[src/rtl/if_id_pkg.sv]
`default_nettype none
// ============================================================================
// Module   : if_id_pkg
// Purpose  : Shared types and constants for the IF/ID skid pipeline register.
// Revision : 1.0 - initial release
// ============================================================================
package if_id_pkg;

    typedef enum logic [1:0] {
        ST_EMPTY = 2'd0,
        ST_ONE   = 2'd1,
        ST_FULL  = 2'd2
    } if_id_state_e;

    localparam logic [31:0] NOP_INSTR  = 32'h0000_0000;
    localparam int          DEF_DATA_W = 32;
    localparam int          DEF_PC_W   = 32;

endpackage
`default_nettype wire

[src/rtl/if_id_skid_reg_byte_swap.sv]
`default_nettype none
// ============================================================================
// Module   : byte_swap
// Purpose  : Combinational byte-order reversal of a DATA_W-bit word.
// Revision : 1.0 - initial release
// ============================================================================
module byte_swap
    import if_id_pkg::*;
#(
    parameter int DATA_W = DEF_DATA_W
) (
    input  logic [DATA_W-1:0] i_data,
    output logic [DATA_W-1:0] o_data
);

    localparam int c_NBYTES = DATA_W / 8;

    for (genvar k = 0; k < c_NBYTES; k++) begin : g_byte
        assign o_data[8*k +: 8] = i_data[8*(c_NBYTES-1-k) +: 8];
    end

endmodule
`default_nettype wire

[src/rtl/if_id_skid_reg.sv]
`default_nettype none
// ============================================================================
// Module   : if_id_skid_reg
// Purpose  : IF/ID pipeline register with 2-entry skid buffer, flush and
//            optional capture-side byte swap. IF_ID_STALL_CNT_EN adds a
//            saturating decode-stall counter output.
// Revision : 1.0 - initial release
// ============================================================================
module if_id_skid_reg
    import if_id_pkg::*;
#(
    parameter int DATA_W     = DEF_DATA_W,
    parameter int PC_W       = DEF_PC_W,
    parameter int SWAP_BYTES = 1
) (
    input  logic              clock,
    input  logic              reset_n,
    input  logic              in_valid,
    output logic              in_ready,
    input  logic [DATA_W-1:0] in_instr,
    input  logic [PC_W-1:0]   in_pc,
    input  logic              flush,
    output logic              out_valid,
    input  logic              out_ready,
    output logic [DATA_W-1:0] out_instr,
    output logic [PC_W-1:0]   out_pc
`ifdef IF_ID_STALL_CNT_EN
    ,
    output logic [15:0]       stall_count
`endif
);

    localparam logic [DATA_W-1:0] c_NOP = DATA_W'(NOP_INSTR);

    if_id_state_e      r_state;
    if_id_state_e      w_state_nxt;
    logic [DATA_W-1:0] w_cap_instr;
    logic [DATA_W-1:0] r_main_instr;
    logic [PC_W-1:0]   r_main_pc;
    logic [DATA_W-1:0] r_skid_instr;
    logic [PC_W-1:0]   r_skid_pc;
    logic              w_accept;
    logic              w_take;
    logic              w_load_main;
    logic              w_main_from_skid;
    logic              w_load_skid;

    if (SWAP_BYTES != 0) begin : g_swap
        byte_swap #(.DATA_W(DATA_W)) u_byte_swap (
            .i_data (in_instr),
            .o_data (w_cap_instr)
        );
    end else begin : g_noswap
        assign w_cap_instr = in_instr;
    end

    assign in_ready  = (r_state != ST_FULL);
    assign out_valid = (r_state != ST_EMPTY);
    assign out_instr = r_main_instr;
    assign out_pc    = r_main_pc;
    assign w_accept  = in_valid && in_ready;
    assign w_take    = out_valid && out_ready;

    always_ff @(posedge clock or negedge reset_n) begin
        if (!reset_n) r_state <= ST_EMPTY;
        else          r_state <= w_state_nxt;
    end

    // Flush overrides every transition and suppresses all data loads.
    always_comb begin
        w_state_nxt      = r_state;
        w_load_main      = 1'b0;
        w_main_from_skid = 1'b0;
        w_load_skid      = 1'b0;
        if (flush) begin
            w_state_nxt = ST_EMPTY;
        end else begin
            case (r_state)
                ST_EMPTY: begin
                    if (w_accept) begin
                        w_state_nxt = ST_ONE;
                        w_load_main = 1'b1;
                    end
                end
                ST_ONE: begin
                    if (w_take && w_accept) begin
                        w_load_main = 1'b1;
                    end else if (w_take) begin
                        w_state_nxt = ST_EMPTY;
                    end else if (w_accept) begin
                        w_state_nxt = ST_FULL;
                        w_load_skid = 1'b1;
                    end
                end
                ST_FULL: begin
                    if (w_take) begin
                        w_state_nxt      = ST_ONE;
                        w_load_main      = 1'b1;
                        w_main_from_skid = 1'b1;
                    end
                end
                default: w_state_nxt = ST_EMPTY;
            endcase
        end
    end

    always_ff @(posedge clock or negedge reset_n) begin
        if (!reset_n) begin
            r_main_instr <= c_NOP;
            r_main_pc    <= '0;
            r_skid_instr <= c_NOP;
            r_skid_pc    <= '0;
        end else begin
            if (w_load_main) begin
                r_main_instr <= w_main_from_skid ? r_skid_instr : w_cap_instr;
                r_main_pc    <= w_main_from_skid ? r_skid_pc    : in_pc;
            end
            if (w_load_skid) begin
                r_skid_instr <= w_cap_instr;
                r_skid_pc    <= in_pc;
            end
        end
    end

`ifdef IF_ID_STALL_CNT_EN
    logic [15:0] r_stall_cnt;

    always_ff @(posedge clock or negedge reset_n) begin
        if (!reset_n)
            r_stall_cnt <= '0;
        else if (out_valid && !out_ready && (r_stall_cnt != 16'hFFFF))
            r_stall_cnt <= r_stall_cnt + 16'd1;
    end

    assign stall_count = r_stall_cnt;
`endif

endmodule
`default_nettype wire

[config.mk]
export PLATFORM = sky130hd
export DESIGN_NAME = if_id_skid_reg
export DESIGN_NICKNAME = d
export VERILOG_FILES = /design/src/rtl/if_id_pkg.sv /design/src/rtl/if_id_skid_reg_byte_swap.sv /design/src/rtl/if_id_skid_reg.sv
export SDC_FILE = /design/constraint.sdc
export NUM_CORES = 1
export LEC_CHECK = 0
export CORE_MARGIN = 2
export CORE_UTILIZATION = 56
export CTS_BUF_LIST = sky130_fd_sc_hd__clkbuf_8
export DETAILED_ROUTE_END_ITERATION = 12
export HOLD_SLACK_MARGIN = 0.05
export PLACE_DENSITY = 0.87
export SLEW_MARGIN = 25
export SYNTH_ARGS = -nofsm -noshare
export SYNTH_HDL_FRONTEND = slang
export SYNTH_SLANG_ARGS = --single-unit
[constraint.sdc]
create_clock -name clock -period 3.75 [get_ports clock]
set_clock_uncertainty 0.15 [all_clocks]
set_input_delay 0.75 -clock clock [delete_from_list [all_inputs] [get_ports clock]]
set_output_delay 0.75 -clock clock [all_outputs]
set_load 0.01 [all_outputs]
Yosys cells after proc, flatten, opt, wreduce, memory -nomap -nowiden

Index checks and enable logic that the tools add are counted.

Flip-flop bits (word level): 130
Output and inout bits: 66

Eq/ne operators: 7
Multiplexer cells: 20
Reductions and logical operators: 6

Operator list:

| operator             | number |
|---|---|
| $mux W32             | 2 |
| $mux W2              | 6 |
| $mux W1              | 10 |
| $ne A3 B3 Y1 const B | 3 |
| $pmux W2 S3          | 1 |
| $ne A4 B4 Y1 const B | 1 |
| $reduce_and A4 Y1    | 1 |
| $logic_and A1 B1 Y1  | 3 |
| $pmux W1 S3          | 1 |
| $eq A2 B1 Y1 const B | 1 |
| $eq A2 B2 Y1 const B | 1 |
| $logic_not A2 Y1     | 1 |
| $ne A2 B2 Y1 const B | 1 |
| $reduce_bool A2 Y1   | 1 |

Depth between registers and ports, before layout

Depth after elaboration: 7
Mapped depth: 7
Mapped depth without buffers: 5

Cells and area by module

A second synthesis with hierarchy kept.

Cells, all modules: 391
Area, all modules: 5941.9 um^2

By module, submodules not included:

| module         | cells each | sequential area each (um^2) | area an instance (um^2) | instances |
|---|---|---|---|---|
| if_id_skid_reg | 359        | 3253.1                      | 5701.7                  | 1 |
| byte_swap      | 32         | 0.0                         | 240.2                   | 1 |

Least setup slack after synthesis

No wires, ideal clock.

Path kind: input to register
From: input in_valid
To: register r_main_instr[0] (netlist: out_instr[0])
Data arrival time: 1.903 ns
Path buffers: 1
Stages on the path: 5
Library setup time: 0.125 ns
Path slack: 1.572 ns
Cell sequence: and2b_1 o21ai_1 a21oi_2 buf_4 mux2_4

Word-level cells in the longest chain between the ends: 5

RTL lines:

| item                   | line                  | source |
|---|---|---|
| start: declaration     | if_id_skid_reg.sv:18  | `input logic in_valid,` |
| $logic_and A1 B1 Y1 *  | if_id_skid_reg.sv:61  | `assign w_accept = in_valid && in_ready;` |
| $logic_and A1 B1 Y1    | if_id_skid_reg.sv:86  | `if (w_take && w_accept) begin` |
| $mux W1                | if_id_skid_reg.sv:86  |  |
| $pmux W1 S3 *          | if_id_skid_reg.sv:78  | `case (r_state)` |
| $mux W1 *              | if_id_skid_reg.sv:75  | `if (flush) begin` |
| end signal: assignment | if_id_skid_reg.sv:109 | `r_main_instr <= c_NOP;` |
| end signal: assignment | if_id_skid_reg.sv:115 | `r_main_instr <= w_main_from_skid ? r_skid_instr : w_cap_instr;` |
| end: declaration       | if_id_skid_reg.sv:38  | `logic [DATA_W-1:0] r_main_instr;` |

Mark *: on every way between the ends. The rest lies on a longest branch, timed or not.
A chain may end at the register's enable or synchronous reset.

Worst setup path in the final report

From: register r_state[0]
To: output out_valid

Word-level cells in the longest chain between the ends: 1

RTL lines:

| item                     | line                 | source |
|---|---|---|
| start: declaration       | if_id_skid_reg.sv:35 | `if_id_state_e r_state;` |
| start signal: assignment | if_id_skid_reg.sv:66 | `else r_state <= w_state_nxt;` |
| $reduce_bool A2 Y1       | if_id_skid_reg.sv:58 | `assign out_valid = (r_state != ST_EMPTY);` |
| end: declaration         | if_id_skid_reg.sv:23 | `output logic out_valid,` |

Every way passes these cells.

==> metrics <==
Post-CTS Resized 0; Synth Net Count 426; total leakage power 3.40 nW; GRT Total Usage 23.0%; status finished, final reports clean; DR DRC count 0; Cell variety after synth 21; Synth top area share 55.2%; PortBufs 134; design area 7800 sq um; Worst Path Max Fanout 6; die width 107 um; post-route setup slack 1.13 ns; Startpoint Class register; DP Worst Slack 0.774 ns; Comb power frac 23.3%; setup TNS 0 ns; P_int 3.14 mW; Mapped Cells 357; first-pass GRT wire length 20.0 mm; Final min period 2.62 ns; worst r2r path cells 6; PwrDens 539 nW/um^2; fin. max-slew vios 0; final antenna-violating net count 0; most area-hungry cell type in the Yosys netlist dfrtp_1; ys async rst share 100%; number of global-route vias before repair 3946; most frequent cell after synthesis dfrtp_1; final wirelength 12.2 mm; Fin Hold WS 0.171 ns; power share of the clock group 30.8%; # H-tree levels 4; Hold WC Path Type in2async; Initial Utilization 57.4%; most used flip-flop cell after synthesis dfrtp_1; top post-synthesis cells by count dfrtp_1, mux2_2, mux2_1; Vias 3437; final hold vios 0; Worst Setup End Kind primary output; Die Ht 107 um; grt total ovfl 0; clk_lat worst skew 0.44 ns; Final setup viols 0; sequential share of the synthesized area 55.2%; initial antenna violation count 0; total core area 10300 sq um; Synthesis Warnings 0; clk root buf clkbuf_8; # Max-Cap Violations 0; layout cells sized above 1 33.9%; Initial DRC Count 72; routability cong. 0.744; Post-DP Area 7370 sq um; TritonRoute pass-1 iters 4; Crit. path cell count 2; slowest CP cell dfrtp_1; Die Area 11400 sq um; Post-synth EDFFs 0; FF+latch count, synth 130; Sink Count 130; buffer count from post-CTS setup fixing 0; diode count 0; Worst Path Buf+Inv 1; via/cell ratio 5.31; critical path class reg2out; synth-to-layout area growth 32.4%; synthesized cell area 5900 sq um; TritonCTS clock tree built; Detailed Place HPWL 8.05 mm; Worst-Margin Slew 0.641 ns; CP Cell Sequence or2_2, clkdlybuf4s50_1; Max clock buf depth 2; Rel. slew slack 57.3%; Reg power frac 45.9%; Req. time, crit path 2.85 ns; CP top delay family flip-flops; Avg WL per Cell 18.8 um; Post-layout nets 567; Row Count 37; largest net degree at the start of global routing 65; Clock transition at path regs 0.08 ns; CTS Buf Count 17; VDD IR-drop max 380 uV; RSZ-0062 raised after global routing false; final period utilization 69.9%; Switching Fraction 25.4%; Top Ports 135; worst stage delay on the critical path 0.48 ns; CP arrival 1.72 ns; Sw Pwr 1.07 mW; Max Fclk 382 MHz; Synth area leaders dfrtp_1, mux2_4, mux2_2; Post-CTS Hold Fix Bufs 0; syn_area_per_cell 16.5 sq um
flip-flops by register name, summed over array words and instances (netlist names):
signal	flops
out_instr	32
out_pc	32
r_skid_instr	32
r_skid_pc	32
r_state	2
worst paths after layout:
check                           slack, ns                startpoint                   endpoint
max in group asynchronous            2.34                   reset_n  r_skid_pc[22]$_DFFE_PN0P_
worst min-delay path                 0.17                   reset_n  r_skid_pc[29]$_DFFE_PN0P_
min in group clock                   0.36  r_skid_pc[7]$_DFFE_PN0P_   r_skid_pc[7]$_DFFE_PN0P_
worst min register to register       0.36  r_skid_pc[7]$_DFFE_PN0P_   r_skid_pc[7]$_DFFE_PN0P_
worst max-delay path                 1.13    r_state[0]$_DFFE_PN0P_                  out_valid
worst max register to register       1.47    r_state[0]$_DFFE_PN0P_     out_pc[25]$_DFFE_PN0P_
layout by cell type, fill, tap and decap left out:
| master | netlist | routed |
|---|---|---|
| mux2_2 | 68 | 68 |
| clkbuf_8 | 0 | 18 |
| nor2b_2 | 1 | 1 |
| clkdlybuf4s50_1 | 0 | 133 |
| o21ai_1 | 1 | 1 |
| inv_1 | 0 | 1 |
| nand3_4 | 0 | 1 |
| clkinv_4 | 0 | 4 |
| mux2_4 | 60 | 60 |
| clkinv_2 | 0 | 3 |
| nand2b_1 | 1 | 1 |
| and2b_1 | 1 | 1 |
| nor3b_4 | 0 | 1 |
| dfrtp_1 | 130 | 130 |
| clkinvlp_4 | 0 | 2 |
| buf_4 | 6 | 5 |
| a21oi_4 | 0 | 1 |
| o21a_1 | 1 | 1 |
| or2_2 | 1 | 1 |
| nor3_1 | 1 | 1 |
| mux2_1 | 64 | 64 |
| mux2i_1 | 1 | 1 |
| inv_2 | 1 | 1 |
| a21oi_1 | 1 | 1 |
| nor2_1 | 3 | 3 |
| bufinv_16 | 0 | 4 |
| buf_12 | 0 | 3 |
metal layers:
metal  vias up  global-route usage [%]  share of wire [%]
li1       1560                       -                  -
met1      1779                    27.1                 40
met2        76                    40.2                 55
met3        22                    5.29                3.6
met4         0                    10.0                2.0
met5         -                       0                  0
cells by family (layout without fill, tap and decap cells):
family / after synthesis / after routing / synth area share, %
multiplexers: 193 / 193 / 40.7
flip-flops: 130 / 130 / 55.2
buffers and inverters: 20 / 174 / 2.67
AND/OR/NAND/NOR: 10 / 10 / 1.06
AO/OA/AOI/OAI: 4 / 4 / 0.445
power by group through the flow:
stage	combinational, mW	clock (mW)	sequential (mW)
2_1_floorplan	0.458	0	1.96
4_1_cts	0.994	1.32	1.93
6_report	0.981	1.29	1.93
5_1_grt	1.05	1.39	1.97
3_3_place_gp	0.952	0	1.93
3_5_place_dp	0.987	0	1.95
through the flow:
step / instances / utilization [%] / power [mW]
6_report: 647 / 75.9 / 4.20
5_1_grt: 647 / 75.9 / 4.40
4_1_cts: 647 / 75.9 / 4.24
3_5_place_dp: 615 / 71.7 / 2.93
3_3_place_gp: 615 / 71.7 / 2.88
2_1_floorplan: 357 / - / 2.42
layout make-up:
| type | instances | area (sq um) |
|---|---|---|
| Sequential cell | 130 | 3250 |
| Multi-Input combinational cell | 207 | 2510 |
| Fill cell | 658 | 2470 |
| Timing Repair Buffer | 141 | 1430 |
| Clock buffer | 18 | 248 |
| Clock inverter | 14 | 189 |
| Tap cell | 136 | 170 |
| Inverter | 1 | 3.75 |
(Power assumes the default switching activity.)
